File: src/rtl/uart_rx_mp.sv
// 16x-oversampling 8N1 serial receiver for the Nios message-processor PIO pair.
// Holds one byte with a level valid flag until acknowledged; sticky overrun and framing errors.
module uart_rx_mp #(
    parameter int unsigned CLK_HZ = 50_000_000,
    parameter int unsigned BAUD   = 9600
) (
    input  logic       clk_clk,
    input  logic       reset_reset_n,
    input  logic       rxd,
    input  logic       ack,
    input  logic       err_clr,
    output logic [7:0] mpdatain,
    output logic       chrec,
    output logic       overrun,
    output logic       frame_err,
    output logic       busy
);

    localparam int unsigned DIV_RAW  = CLK_HZ / (BAUD * 16);
    localparam int unsigned DIV      = (DIV_RAW < 1) ? 1 : DIV_RAW;
    localparam int unsigned DW       = (DIV > 1) ? $clog2(DIV) : 1;
    localparam logic [DW-1:0] DIV_LAST = DW'(DIV - 1);

    typedef enum logic [2:0] {
        S_IDLE,
        S_START,
        S_DATA,
        S_STOP,
        S_BREAK
    } state_t;

    state_t        state, state_n;
    logic          rxd_m, rxd_s;
    logic [DW-1:0] div_cnt;
    logic          tick;
    logic [3:0]    smp_cnt;
    logic [2:0]    bit_idx;
    logic [7:0]    shift_reg;

    logic smp_clr, bit_clr, shift_en, stop_ok, stop_bad;
    logic accept, ovr_set;

    // Two-flop synchroniser; resets to the idle-high line level.
    // NOTE: sequential state uses non-blocking assignments so every flop samples pre-edge values.
    always_ff @(posedge clk_clk or negedge reset_reset_n) begin
        if (!reset_reset_n) begin
            rxd_m <= 1'b1;
            rxd_s <= 1'b1;
        end else begin
            rxd_m <= rxd;
            rxd_s <= rxd_m;
        end
    end

    assign tick = (div_cnt == DIV_LAST);

    always_ff @(posedge clk_clk or negedge reset_reset_n) begin
        if (!reset_reset_n) begin
            div_cnt <= '0;
        end else if (tick) begin
            div_cnt <= '0;
        end else begin
            div_cnt <= div_cnt + 1'b1;
        end
    end

    always_ff @(posedge clk_clk or negedge reset_reset_n) begin
        if (!reset_reset_n) begin
            state <= S_IDLE;
        end else begin
            state <= state_n;
        end
    end

    // NOTE: every always_comb output gets a default first so no path can infer a latch.
    always_comb begin
        state_n  = state;
        smp_clr  = 1'b0;
        bit_clr  = 1'b0;
        shift_en = 1'b0;
        stop_ok  = 1'b0;
        stop_bad = 1'b0;
        case (state)
            S_IDLE: begin
                if (tick && !rxd_s) begin
                    state_n = S_START;
                    smp_clr = 1'b1;
                end
            end
            S_START: begin
                // Mid start bit: a high line here means the low was only a glitch.
                if (tick && smp_cnt == 4'd7) begin
                    if (rxd_s) begin
                        state_n = S_IDLE;
                    end else begin
                        state_n = S_DATA;
                        smp_clr = 1'b1;
                        bit_clr = 1'b1;
                    end
                end
            end
            S_DATA: begin
                if (tick && smp_cnt == 4'd15) begin
                    shift_en = 1'b1;
                    if (bit_idx == 3'd7) begin
                        state_n = S_STOP;
                    end
                end
            end
            S_STOP: begin
                if (tick && smp_cnt == 4'd15) begin
                    if (rxd_s) begin
                        stop_ok = 1'b1;
                        state_n = S_IDLE;
                    end else begin
                        stop_bad = 1'b1;
                        state_n  = S_BREAK;
                    end
                end
            end
            S_BREAK: begin
                if (tick && rxd_s) begin
                    state_n = S_IDLE;
                end
            end
            default: state_n = S_IDLE;
        endcase
    end

    assign busy    = (state != S_IDLE);
    assign accept  = stop_ok && (!chrec || ack);
    assign ovr_set = stop_ok && chrec && !ack;

    // The 4-bit sample counter wraps at 16, so DATA and STOP need no explicit clear.
    always_ff @(posedge clk_clk or negedge reset_reset_n) begin
        if (!reset_reset_n) begin
            smp_cnt   <= '0;
            bit_idx   <= '0;
            shift_reg <= '0;
        end else begin
            if (smp_clr) begin
                smp_cnt <= '0;
            end else if (tick) begin
                smp_cnt <= smp_cnt + 1'b1;
            end
            if (bit_clr) begin
                bit_idx <= '0;
            end else if (shift_en) begin
                bit_idx <= bit_idx + 1'b1;
            end
            if (shift_en) begin
                shift_reg <= {rxd_s, shift_reg[7:1]};
            end
        end
    end

    // An error event in the same clock as err_clr wins over the clear.
    always_ff @(posedge clk_clk or negedge reset_reset_n) begin
        if (!reset_reset_n) begin
            mpdatain  <= '0;
            chrec     <= 1'b0;
            overrun   <= 1'b0;
            frame_err <= 1'b0;
        end else begin
            if (accept) begin
                mpdatain <= shift_reg;
                chrec    <= 1'b1;
            end else if (ack) begin
                chrec    <= 1'b0;
            end
            if (ovr_set) begin
                overrun <= 1'b1;
            end else if (err_clr) begin
                overrun <= 1'b0;
            end
            if (stop_bad) begin
                frame_err <= 1'b1;
            end else if (err_clr) begin
                frame_err <= 1'b0;
            end
        end
    end

endmodule

File: config.mk
export PLATFORM = sky130hd
export DESIGN_NAME = uart_rx_mp
export DESIGN_NICKNAME = d
export VERILOG_FILES = /design/src/rtl/uart_rx_mp.sv
export SDC_FILE = /design/constraint.sdc
export NUM_CORES = 1
export LEC_CHECK = 0
export ABC_AREA = 1
export ABC_CLOCK_PERIOD_IN_PS = 2500
export BUFFER_PORTS_ARGS = -buffer_cell sky130_fd_sc_hd__buf_2
export CAP_MARGIN = 15
export CORE_UTILIZATION = 55
export DETAILED_ROUTE_END_ITERATION = 16
export PLACE_DENSITY = 0.84
export SYNTH_ARGS = -nofsm -noshare
export SYNTH_HDL_FRONTEND = slang
export SYNTH_SLANG_ARGS = --single-unit
File: constraint.sdc
create_clock -name clk_clk -period 2.5 [get_ports clk_clk]
set_input_delay 0.25 -clock clk_clk [delete_from_list [all_inputs] [get_ports clk_clk]]
set_output_delay 0.25 -clock clk_clk [all_outputs]
set_load 0.02 [all_outputs]
==> impl_metrics.env <==
export IMPL_result_of_the_run="finished clean"
export IMPL_leading_cell_type_in_the_layout_fill_and_taps_excluded="sky130_fd_sc_hd__nand2_1"
export IMPL_post_route_cells_drive_above_1_share_pct=19.0
export IMPL_worst_hold_path_type="input port to asynchronous set/reset pin"
export IMPL_synthSimpleGateAreaFrac_pct=26.2
export IMPL_drc_errors_left=0
export IMPL_critical_path_peak_fanout=16
export IMPL_synth_compound_gate_area_share_pct=8.91
export IMPL_path_clk_slew_ns=0.12
export IMPL_power_per_cell_area_mw_per_mm2=517
export IMPL_buffer_ports_inserted=16
export IMPL_die_ar_mm2=0.00377
export IMPL_cp_data_required_time_ns=2.74
export IMPL_root_buffer="sky130_fd_sc_hd__clkbuf_4"
export IMPL_synthDominantCellAreaShare_pct=49.1
export IMPL_routabilityCongestion=0.824
export IMPL_std_cell_rows=21
export IMPL_cts_inserted_buffers=5
export IMPL_gr_total_overflow=0
export IMPL_worst_setup_path_end_kind="register"
export IMPL_clock_sinks=40
export IMPL_fmax_achieved_ghz=0.578
export IMPL_dr_pass1_iters=4
export IMPL_synth_net_count=234
export IMPL_nFillCells=299
export IMPL_vias=1442
export IMPL_initial_core_utilization_pct=57.6
export IMPL_placeableCoreArea_mm2=0.00336
export IMPL_maxSlewViolCount=0
export IMPL_fin_crit_sh_pct=69.2
export IMPL_critPathArrivalTime_ns=1.98
export IMPL_synth_edf_count=0
export IMPL_fin_setup_tns_ns=0
export IMPL_finalSetupViolations=0
export IMPL_fin_crit_ns=1.73
export IMPL_grt_start_max_net_pins=41
export IMPL_timing_max_slew_rel_slack_pct=43.7
export IMPL_design_final_nets=256
export IMPL_vdd_drop_max_v=0.000417
export IMPL_layout_cells_most_common_list="54 x sky130_fd_sc_hd__nand2_1, 38 x sky130_fd_sc_hd__dfrtp_1, 37 x sky130_fd_sc_hd__inv_1"
export IMPL_layoutNonFillerInstCount=293
export IMPL_cts_tree="yes"
export IMPL_maxCapViolCount=0
export IMPL_synth_top_family_by_area="simple AND/OR/NAND/NOR gates"
export IMPL_register_area_share_after_synthesis_pct=51.8
export IMPL_area_growth_syn_to_layout_pct=11.4
export IMPL_synth_flop_cell="sky130_fd_sc_hd__dfrtp_1"
export IMPL_largest_register_ff_count=9
export IMPL_cts_resized_gates=0
export IMPL_ff_latch_area_mm2=0.00100
export IMPL_clock_tree_buffer_depth=2
export IMPL_timing_setup_critical_path_class="register to register"
export IMPL_tightestPinTransition_ns=0.845
export IMPL_cp_slowest_cell="sky130_fd_sc_hd__dfrtp_1"
export IMPL_die_width_um=61.4
export IMPL_wire_per_inst_um=10.9
export IMPL_path_cells="inv_1, ha_1, nand3_2, nor2_8, nand3_2, clkinv_2, nand3_4, nand2_1, o21ai_2"
export IMPL_number_of_hold_violations_in_the_final_report=0
export IMPL_syn_instance_count=224
export IMPL_synth_top_cell_by_area="sky130_fd_sc_hd__dfrtp_1"
export IMPL_first_global_vias=1253
export IMPL_post_synth_main_area_contributors="sky130_fd_sc_hd__dfrtp_1 49%, sky130_fd_sc_hd__nand2_1 10%, sky130_fd_sc_hd__inv_1 7.2%"
export IMPL_design_power_total_w=0.00112
export IMPL_fin_skew_ns=0.0136
export IMPL_insertion_delay_ns=0.35
export IMPL_post_synth_instance_area_mm2=0.00194
export IMPL_antenna_violating_nets_post_route=0
export IMPL_grt_first_pass_wirelength_um=5220
export IMPL_crit_path_frequent_cell="sky130_fd_sc_hd__nand3_2"
export IMPL_yosys_warnings=0
export IMPL_chipHeight_um=61.4
export IMPL_syn_area_per_cell_um2=8.65
export IMPL_yosys_register_bits=40
export IMPL_count_of_boundary_i_o_pins=17
export IMPL_placed_cells=284
export IMPL_fin_util_pct=64.2
export IMPL_rsz0062_at_grt="no"
export IMPL_mean_number_of_vias_per_cell=4.92
export IMPL_antennaDiodeCount=0
export IMPL_synthXorXnorAreaFrac_pct=0.904
export IMPL_dp_hpwl_um=2390
export IMPL_yosys_area_share_adder_pct=3.23
export IMPL_cellLeakagePower_nw=1.15
export IMPL_critical_path_startpoint_type="register"
export IMPL_finalWirelength_um=3210
export IMPL_grt_usage_pct=19.7
export IMPL_multi_input_area_um2=771
export IMPL_drt_initial_drc_count=61
export IMPL_clock_tree_htree_level_count=2
export IMPL_yosys_cell_types_count=27
export IMPL_crit_path_max_incr_delay_ns=0.43
export IMPL_synthMuxAreaShare_pct=0.516
export IMPL_antenna_found_initial=0
export IMPL_async_s_r_ff_share_synth_pct=100
-- metrics by stage --
| step | instance area (µm²) | setup WS [ns] | hold WS [ns] |
|---|---|---|---|
| 5_1_grt | 2160 | 0.575 | 0.0631 |
| 2_1_floorplan | 1940 | 0.959 | -0.0456 |
| 4_1_cts | 2160 | 0.763 | 0.0241 |
| 3_3_place_gp | 2060 | 0.830 | 0.347 |
| 3_5_place_dp | 2060 | 0.776 | 0.353 |
| 6_report | 2160 | 0.769 | 0.00262 |
-- synthesized netlist by cell type (3+ instances only) --
master and instances:
sky130_fd_sc_hd__nor2_1 22, sky130_fd_sc_hd__nand3_2 3, sky130_fd_sc_hd__nand3_1 14, sky130_fd_sc_hd__o21ai_1 8, sky130_fd_sc_hd__nor3_1 4, sky130_fd_sc_hd__o21ai_0 4
sky130_fd_sc_hd__o21ai_2 8, sky130_fd_sc_hd__a21oi_1 6, sky130_fd_sc_hd__inv_1 37, sky130_fd_sc_hd__ha_1 5, sky130_fd_sc_hd__nand2_1 54, sky130_fd_sc_hd__dfrtp_1 38
-- report_power, final --
group          total (W)  leakage [nW]  switching (W)  internal (W)
Combinational  0.0000172         0.567      0.0000137    0.00000345
Sequential      0.000651         0.538     0.00000144      0.000650
Clock           0.000449        0.0484       0.000209      0.000240
-- routing by layer --
layer	up-vias	global-route usage (%)	part of all wire, %
li1	746	-	-
met1	664	25.3	47
met2	26	30.9	48
met3	6	6.51	4.0
met4	0	7.94	1.5
met5	-	0	0
-- critical path, delay by kind of cell, from the launching register on --
family,cells,cell delay [ns]
AND/OR/NAND/NOR,5,0.80
flip-flops,1,0.43
adder cells (fa/ha/maj),1,0.19
buffers and inverters,2,0.16
AO/OA/AOI/OAI,1,0.06
-- area by class of cell --
cell class                 count  area share [%]
clock buffer                   6            2.38
clock inverter                 2            1.80
inverter                      39            6.84
multi-input combinational    143            35.7
sequential                    40            46.5
tap                           46            2.67
timing repair buffer          17            4.17
-- final timing paths --
| kind | end | start | slack (ns) | cells past startpoint |
|---|---|---|---|---|
| worst max-delay path | mpdatain[5] | div_cnt[0] | 0.77 | 9 |
| worst min-delay path | div_cnt[5] | reset_reset_n | 0.003 | 1 |
| worst max register to register | mpdatain[5] | div_cnt[0] | 0.77 | 9 |
| worst min register to register | rxd_s | rxd_m | 0.37 | 0 |
| max in group asynchronous | div_cnt[1] | reset_reset_n | 1.97 | 1 |
| min in group clk_clk | frame_err | err_clr | 0.09 | 2 |
-- logic make-up after synthesis --
group | Yosys count
xor gates and xnor gates | 2
adders and majority gates | 5
and+or+nand+nor | 107
buffers and inverters | 41
muxes | 1
AOI/OAI and AO/OA | 28
DFF | 40
-- timing repair --
item	CTS	global route
hold endpoints to repair	1	0
endpoints found under the setup margin	0	0
hold buffers	1	0
buffers inserted	0	0
(Power assumes the default switching activity.)
